`src/rtl/swap_responder.sv`:
```
// Register-exchange responder: runs WRITE/SWAP/ROTATE/READ commands on a small register bank.
// Optional macro SWAP_RESP_ROT_DIR_EN enables downward ROTATE selected by req_data[WIDTH-1].
module swap_responder #(
    parameter int WIDTH = 8,
    parameter int DEPTH = 4,
    parameter int IDXW  = 2
) (
    input  logic             clk,
    input  logic             rst_n,
    input  logic             req_valid,
    output logic             req_ready,
    input  logic [1:0]       req_op,
    input  logic [IDXW-1:0]  req_idx_a,
    input  logic [IDXW-1:0]  req_idx_b,
    input  logic [WIDTH-1:0] req_data,
    output logic             rsp_valid,
    input  logic             rsp_ready,
    output logic [WIDTH-1:0] rsp_data,
    output logic             rsp_err
);

    typedef enum logic [1:0] {
        S_IDLE = 2'd0,
        S_ROT  = 2'd1,
        S_RESP = 2'd2
    } state_t;

    typedef enum logic [1:0] {
        OP_WRITE  = 2'b00,
        OP_SWAP   = 2'b01,
        OP_ROTATE = 2'b10,
        OP_READ   = 2'b11
    } op_t;

    // DEPTH always fits in IDXW+1 bits because 2**IDXW >= DEPTH.
    localparam logic [IDXW:0] DEPTH_W = (IDXW + 1)'(DEPTH);

    state_t           r_state;
    state_t           w_next_state;
    logic [WIDTH-1:0] r_bank      [DEPTH];
    logic [WIDTH-1:0] w_bank_next [DEPTH];
    logic [WIDTH-1:0] w_rot_up    [DEPTH];
    logic [WIDTH-1:0] w_rot_dn    [DEPTH];
    logic [IDXW-1:0]  r_rot_cnt;
    logic [IDXW-1:0]  w_rot_cnt_next;
    logic             r_rot_dir;
    logic             w_rot_dir_next;
    logic [WIDTH-1:0] r_rsp_data;
    logic [WIDTH-1:0] w_rsp_data_next;
    logic             r_rsp_err;
    logic             w_rsp_err_next;
    logic             w_accept;
    logic             w_idx_err;
    logic             w_dir_in;
    logic [IDXW-1:0]  w_k;

    assign req_ready = rst_n && (r_state == S_IDLE);
    assign rsp_valid = (r_state == S_RESP);
    assign rsp_data  = r_rsp_data;
    assign rsp_err   = r_rsp_err;

    assign w_accept  = req_valid && req_ready;
    assign w_k       = req_data[IDXW-1:0];
    assign w_idx_err = ({1'b0, req_idx_a} >= DEPTH_W) ||
                       ((op_t'(req_op) == OP_SWAP) && ({1'b0, req_idx_b} >= DEPTH_W));

`ifdef SWAP_RESP_ROT_DIR_EN
    assign w_dir_in = req_data[WIDTH-1];
`else
    assign w_dir_in = 1'b0;
`endif

    // One-step rotated images of the bank in both directions.
    always_comb begin
        w_rot_up = r_bank;
        w_rot_dn = r_bank;
        for (int i = 0; i < DEPTH; i++) begin
            w_rot_up[(i + 1) % DEPTH] = r_bank[i];
            w_rot_dn[i]               = r_bank[(i + 1) % DEPTH];
        end
    end

    always_ff @(posedge clk or negedge rst_n) begin
        if (!rst_n) begin
            r_state <= S_IDLE;
        end else begin
            r_state <= w_next_state;
        end
    end

    always_comb begin
        // NOTE: every output of this block gets a default first, so no path leaves a value unassigned and no latch is inferred.
        w_next_state    = r_state;
        w_bank_next     = r_bank;
        w_rot_cnt_next  = r_rot_cnt;
        w_rot_dir_next  = r_rot_dir;
        w_rsp_data_next = r_rsp_data;
        w_rsp_err_next  = r_rsp_err;

        case (r_state)
            S_IDLE: begin
                if (w_accept) begin
                    w_next_state   = S_RESP;
                    w_rsp_err_next = 1'b0;
                    if (w_idx_err) begin
                        w_rsp_err_next  = 1'b1;
                        w_rsp_data_next = '0;
                    end else begin
                        case (op_t'(req_op))
                            OP_WRITE: begin
                                w_rsp_data_next        = r_bank[req_idx_a];
                                w_bank_next[req_idx_a] = req_data;
                            end
                            OP_SWAP: begin
                                // Both reads use pre-edge values, so a == b leaves the entry unchanged.
                                w_rsp_data_next        = r_bank[req_idx_a];
                                w_bank_next[req_idx_a] = r_bank[req_idx_b];
                                w_bank_next[req_idx_b] = r_bank[req_idx_a];
                            end
                            OP_ROTATE: begin
                                if (w_k == '0) begin
                                    w_rsp_data_next = r_bank[0];
                                end else begin
                                    w_rot_cnt_next = w_k;
                                    w_rot_dir_next = w_dir_in;
                                    w_next_state   = S_ROT;
                                end
                            end
                            OP_READ: begin
                                w_rsp_data_next = r_bank[req_idx_a];
                            end
                            default: ;
                        endcase
                    end
                end
            end

            S_ROT: begin
                w_bank_next    = r_rot_dir ? w_rot_dn : w_rot_up;
                w_rot_cnt_next = r_rot_cnt - 1'b1;
                if (r_rot_cnt == IDXW'(1)) begin
                    w_next_state    = S_RESP;
                    w_rsp_data_next = r_rot_dir ? w_rot_dn[0] : w_rot_up[0];
                end
            end

            S_RESP: begin
                if (rsp_ready) begin
                    w_next_state   = S_IDLE;
                    w_rsp_err_next = 1'b0;
                end
            end

            default: begin
                w_next_state = S_IDLE;
            end
        endcase
    end

    always_ff @(posedge clk or negedge rst_n) begin
        if (!rst_n) begin
            // NOTE: the bank is a flop array, not a RAM, so it can and must be cleared by reset.
            for (int i = 0; i < DEPTH; i++) begin
                r_bank[i] <= '0;
            end
            r_rot_cnt  <= '0;
            r_rot_dir  <= 1'b0;
            r_rsp_data <= '0;
            r_rsp_err  <= 1'b0;
        end else begin
            // NOTE: non-blocking updates make every entry take its neighbour's pre-edge value.
            r_bank     <= w_bank_next;
            r_rot_cnt  <= w_rot_cnt_next;
            r_rot_dir  <= w_rot_dir_next;
            r_rsp_data <= w_rsp_data_next;
            r_rsp_err  <= w_rsp_err_next;
        end
    end

endmodule

```
`config.mk`:
```
export PLATFORM = sky130hd
export DESIGN_NAME = swap_responder
export DESIGN_NICKNAME = d
export VERILOG_FILES = /design/src/rtl/swap_responder.sv
export SDC_FILE = /design/constraint.sdc
export NUM_CORES = 1
export LEC_CHECK = 0
export CELL_PAD_IN_SITES_DETAIL_PLACEMENT = 1
export CELL_PAD_IN_SITES_GLOBAL_PLACEMENT = 1
export CORE_UTILIZATION = 48
export CTS_CLUSTER_DIAMETER = 200
export DETAILED_ROUTE_END_ITERATION = 6
export GPL_TIMING_DRIVEN = 0
export HOLD_SLACK_MARGIN = 0.03
export PLACE_DENSITY_LB_ADDON = 0.1
export SYNTH_ARGS = -nofsm -noshare
export SYNTH_HDL_FRONTEND = slang
export SYNTH_SLANG_ARGS = --single-unit
```
`constraint.sdc`:
```
create_clock -name clk -period 3.73 [get_ports clk]
set_input_delay 0.373 -clock clk [delete_from_list [all_inputs] [get_ports clk]]
set_output_delay 0.373 -clock clk [all_outputs]
set_load 0.03 [all_outputs]
```
==> flow_summary.yaml, run 1 <==
routing:
  top_layer: "met4"
  route.met2.wl_um: 6220
  wl_um: 14200
  route.detailed.drc: 2
  avgRoutedWirePerCell_um: 28.0
  first_pass_iters: 7
  wl_met3_um: 1440
  routed_via_density: 7.30
  vias: 3688
  drt-initial-drc-count: 558
  antenna_left: 0
  wl_met1_um: 5710
logic_synthesis:
  netlist_area_um2: 3530
  synth-simple-area-share_pct: 20.1
  synth_xor_area_share_pct: 0
  synth_warnings: 0
  synth_compound_area_share_pct: 24.6
  synth_area_leaders: "dfrtp_1, mux4_2, nand3_1"
  synth_top_cell_area_share_pct: 31.2
  yosys.cell_types.count: 48
  synth_nets: 395
  synth_top_family_by_area: "compound AO/OA/AOI/OAI gates"
  syn_area_per_cell_um2: 9.38
  async_flop_share_pct: 100
  synth_ff_type: "dfrtp_1"
  synth_largest_area_cell: "dfrtp_1"
  synth_edf_count: 0
  ys_seq_area_share_pct: 31.2
  ys_seq_elements: 44
  muxShareOfSynthArea_pct: 16.4
  netlist_instances: 376
  yosys.area_share.adder_pct: 0.355
clock_tree:
  holdBufCountCts: 0
  cts_resized: 0
  clk_latency_ns: 0.30
  ctsRootBufferMaster: "clkbuf_8"
  cts_tree: "built"
  clockBufferDepth: 2
  post_cts_buffers: 0
  cts_sinks: 44
  cts.htree.levels: 2
  numCtsBuffers: 5
  clkTransAtPathRegs_ns: 0.09
run_status:
  violations: "DRC"
  outcome: "finished, violations left"
grt:
  grt_pass1_vias: 3826
  grt_usage_pct: 39.4
  grt_max_degree: 29
  antenna_found_initial: 0
  grt_pass1_wl_um: 21900
  grt-ovfl-total: 0
worst_setup_path:
  r2r_cells: 7
  critPathSlowestCell: "a211oi_2"
  cp-start-kind: "primary input"
  cpMostUsedCell: "buf_2"
  arrival_ns: 2.86
  crit_buf_inv: 4
  max_stage_delay_ns: 0.78
  cp.depth: 8
  worst-path-max-fanout: 10
  required_ns: 3.90
  rr_endpoint: "r_bank[13]$_DFFE_PN0P_"
  worst_setup_path_end_kind: "flip-flop"
  reg2reg_from: "r_state[0]$_DFFE_PN0P_"
  critical_path_class: "in2reg"
  path_cells: "clkdlybuf4s50_1 > buf_6 > and4b_1 > buf_2 > a211oi_2 > or2_1 > buf_2 > o31ai_1"
  cp_top_family: "buffers and inverters"
  r2r_setup_slack_ns: 1.33
sta:
  post-route-period-util_pct: 72.0
  fin_skew_ns: 0.00867
  finalCriticalPeriod_ns: 2.69
  worst_slew_pin_slew_ns: 1.13
  relSlewSlack_pct: 24.4
  final_max_slew_viol_count: 0
  finalHoldViolCount: 0
  setup_viol: 0
  rsz0062_at_grt: "no"
  fmax_ghz: 0.372
die:
  rows: 30
  dieWidth_um: 87.7
  die_area_um2: 7690
  pin_count: 29
  coreArea_um2: 6940
  start_util_pct: 50.8
  die_h_um: 87.7
run:
  maxCapViolCount: 0
power_and_ir_drop:
  power.density_nw_per_um2: 585
  design_power_total_mw: 2.35
  leakage_nw: 1.66
  ir_drop_v: 0.000272
finish:
  nets: 427
  drive_gt1_share_pct: 23.0
  final_cells: 505
  area_delta_synth_final_pct: 13.7
  n_antenna_cell: 0
placement:
  hpwl_um: 9180
  gp_congestion: 0.932
  port_buffers: 24
  place_inst: 497
min_path:
  hp-class: "in2async"
power breakdown:
| part | internal, mW | total [mW] | switching, mW |
|---|---|---|---|
| Sequential | 0.666 | 0.877 | 0.211 |
| Combinational | 0.489 | 1.09 | 0.599 |
| Clock | 0.199 | 0.382 | 0.182 |
| Total | 1.35 | 2.35 | 0.992 |
metal layers:
metal	GRT usage, %	vias to the layer above
li1	-	1510
met5	0	-
met1	52.7	1824
met3	8.86	90
met2	59.2	264
met4	21.5	0
placed cells by master (no fill, tap or decap), types with 4 or more instances in the layout:
cell	synthesis	final
clkdlybuf4s50_1	0	23
dfrtp_1	44	44
mux2_4	7	7
a21oi_1	18	18
nand3_1	40	40
and4bb_2	4	4
nor2b_1	5	5
a21o_1	7	7
o21ai_0	27	27
nand2_1	18	18
o221a_2	8	8
a31oi_1	24	24
mux4_2	16	16
nand2b_1	6	6
o2bb2ai_1	8	8
buf_4	7	7
o31ai_1	8	8
or2_1	4	4
a32oi_1	8	8
clkbuf_1	15	16
a211oi_1	8	8
clkbuf_8	0	5
and3_1	8	8
mux2_2	10	10
buf_2	13	14
buf_6	5	5
nor2_1	27	27
synth_stat cells (2+ instances only):
cell type,number
clkbuf_2,3
nand3_1,40
a211oi_1,8
buf_6,5
dfrtp_1,44
a22oi_1,3
and3_1,8
mux2_2,10
or2_1,4
a31oi_1,24
nand2_1,18
nand2b_1,6
and4bb_2,4
a21oi_1,18
a21o_1,7
buf_4,7
o221a_2,8
o31ai_1,8
clkbuf_1,15
o21ai_0,27
nor2b_1,5
mux2_4,7
nor3_2,3
o2bb2ai_1,8
mux4_2,16
a32oi_1,8
buf_2,13
nor2_1,27
inv_1,2
and4b_1,2
worst register-to-register path: stages (launching register included):
cell     delay (ns)
dfrtp_1        0.39
buf_4          0.18
nor2b_1        0.17
buf_4          0.21
nor3_2         0.51
or2_1          0.17
buf_2          0.29
mux2_2         0.38
metrics by stage:
step	setup WS, ns	cell area, um2	hold WS (ns)	TNS (ns)	util, %
after global placement	-0.593	3890	0.534	-15.66	56.0
after floorplan	1.89	3530	0.0774	0	-
after detailed placement	0.849	3900	0.378	0	56.2
final	1.04	4010	0.0323	0	57.7
after global routing	1.06	4010	0.0477	0	57.7
after CTS	1.18	4010	0.0491	0	57.7
flip-flops by register name, summed over array words and instances, names as in the netlist:
name	flops
r_bank	32
r_state	2
rsp_data	8
r_rot_cnt	2
logic make-up (layout without fill, tap and decap cells):
| group | count (synthesis) | in the layout |
|---|---|---|
| and+or+nand+nor | 127 | 127 |
| AOI/OAI and AO/OA | 124 | 124 |
| buffers and inverters | 46 | 79 |
| DFF | 44 | 44 |
| muxes | 33 | 33 |
| adders and majority gates | 1 | 1 |
| other | 1 | 1 |
final cells by class:
type,instances,area [um2]
sequential,44,1100
inverter,2,7.51
tap,96,120
timing repair buffer,25,255
fill,816,2940
clock inverter,2,35.0
clock buffer,6,72.6
buffer,44,249
multi-input combinational,286,2170
worst max-delay path by stage:
stage	to	start	slack, ns
6_report	r_bank[7]$_DFFE_PN0P_	req_op[1]	1.04
5_1_grt	r_bank[7]$_DFFE_PN0P_	req_op[1]	1.06
4_1_cts	r_bank[7]$_DFFE_PN0P_	req_op[1]	1.18
3_5_place_dp	r_bank[1]$_DFFE_PN0P_	req_op[1]	0.85
3_3_place_gp	rsp_data[6]$_DFFE_PN0P_	rst_n	-0.59
2_1_floorplan	r_bank[12]$_DFFE_PN0P_	req_idx_b[0]	1.89
No activity file was read; power rests on OpenSTA's default activity.
==> run 2, diff against run 1 <==
CORE_UTILIZATION = 46   (was 48)
clock period = 2.57 ns   (was 3.73 ns; I/O delays follow)
==> flow_summary.yaml, run 2 (synthesis gave the netlist of run 1 again) <==
die:
  die_area_um2: 8020
  start_util_pct: 48.1
  pin_count: 29
  die_h_um: 89.6
  rows: 31
  coreArea_um2: 7330
  dieWidth_um: 89.6
routing:
  wl_um: 13500
  antenna_left: 0
  routed_via_density: 7.01
  vias: 3576
  drt-initial-drc-count: 510
  route.detailed.drc: 0
  first_pass_iters: 5
  avgRoutedWirePerCell_um: 26.4
finish:
  area_delta_synth_final_pct: 13.9
  fin_util_pct: 54.8
  n_antenna_cell: 0
  fin_area_um2: 4020
  drive_gt1_share_pct: 22.9
  final_common_cell: "dfrtp_1"
  final_cell_mix: "dfrtp_1, nand3_1, nor2_1, o21ai_0, a31oi_1"
  top_register: "r_bank"
  nets: 429
  largest_reg_flops: 32
sta:
  fin_setup_tns_ns: 0
  post-route-period-util_pct: 97.9
  rsz0062_at_grt: "no"
  finalHoldViolCount: 0
  finalCriticalPeriod_ns: 2.52
  relSlewSlack_pct: 27.1
  final_max_slew_viol_count: 0
  setup_viol: 0
  fin_skew_ns: 0.00992
  worst_slew_pin_slew_ns: 1.09
  fmax_ghz: 0.398
grt:
  grt_max_degree: 27
  grt-ovfl-total: 0
  grt_pass1_vias: 3460
  antenna_found_initial: 0
  met3_usage_pct: 4.71
  grt_usage_pct: 36.8
  use_met1_pct: 53.1
  met2_usage_pct: 54.2
  busiest_layer: "met2"
  grt_pass1_wl_um: 20900
worst_setup_path:
  worst-path-max-fanout: 10
  required_ns: 2.75
  cp-start-kind: "primary input"
  critical_path_class: "in2reg"
  worst_setup_path_end_kind: "flip-flop"
  arrival_ns: 2.70
power_and_ir_drop:
  leakage_nw: 1.66
  design_power_total_mw: 3.30
  ir_drop_v: 0.000374
  power.density_nw_per_um2: 822
clock_tree:
  ctsRootBufferMaster: "clkbuf_8"
  cts_sinks: 44
  clkTransAtPathRegs_ns: 0.09
  clockBufferDepth: 2
  post_cts_buffers: 0
  numCtsBuffers: 5
  clk_latency_ns: 0.31
  cts_tree: "built"
  cts.htree.levels: 2
placement:
  hpwl_um: 8880
  port_buffers: 24
  gp_congestion: 0.904
  placed_area_um2: 3910
run:
  maxCapViolCount: 0
min_path:
  hp-class: "in2async"
run_status:
  outcome: "finished, final reports clean"
## run 2: cell count changes in the layout (fill, tap and decap cells not counted), sizes merged
| cell | delta |
|---|---|
| clkbuf | +2 |
| dlygate4sd3 | +2 |
| bufinv | -1 |
| clkinv | -1 |
## run 2: per-layer routing
metal | share of wire, % | wire [um]
met1 | 42 | 5600
met2 | 44 | 5950
met3 | 10 | 1360
met4 | 4.2 | 571
met5 | 0 | 0
## run 2: power by group
group	switching [mW]	internal [mW]	leakage [nW]
logic	0.844	0.712	1.04
registers	0.296	0.967	0.573
clock network	0.261	0.220	0.0455
total	1.40	1.90	1.66
## run 2: final timing paths
kind / slack (ns) / from / endpoint / cells after the start
max in group asynchronous: 0.76 / rst_n / r_bank[29]$_DFFE_PN0P_ / 3
max: 0.05 / req_op[1] / r_bank[7]$_DFFE_PN0P_ / 8
max reg2reg: 0.29 / r_state[0]$_DFFE_PN0P_ / r_bank[7]$_DFFE_PN0P_ / 6
min reg2reg: 0.56 / rsp_data[5]$_DFFE_PN0P_ / rsp_data[5]$_DFFE_PN0P_ / 1
min: 0.46 / rst_n / rsp_data[0]$_DFFE_PN0P_ / 3
min in group clk: 0.56 / rsp_data[5]$_DFFE_PN0P_ / rsp_data[5]$_DFFE_PN0P_ / 1
## run 2: layout make-up
class	instances	area, um2
buffer	44	250
clock buffer	8	90.1
fill	835	3310
inverter	2	7.51
multi-input combinational	286	2170
sequential	44	1100
tap	99	124
timing repair buffer	27	275
## run 2: what timing repair did
item / CTS / global route
gates resized for setup: 0 / 2
hold buffers: 2 / 0
endpoints found under the setup margin: 0 / 1
hold endpoints to repair: 20 / 0
## run 2: stage by stage
stage / setup WS (ns) / std cells / hold slack (ns)
after floorplan: 0.811 / 376 / -0.0386
after global placement: -1.60 / 499 / 0.535
after detailed placement: -0.141 / 500 / 0.262
after CTS: 0.123 / 510 / 0.479
after global routing: 0.0105 / 510 / 0.520
final: 0.0549 / 510 / 0.462
## run 2: critical path, cell delays in order
cell and delay [ns]:
clkdlybuf4s50_1 0.50, buf_6 0.16, and4b_1 0.19, buf_2 0.19, a211oi_2 0.79, or2_1 0.19, buf_2 0.28, o31ai_1 0.13
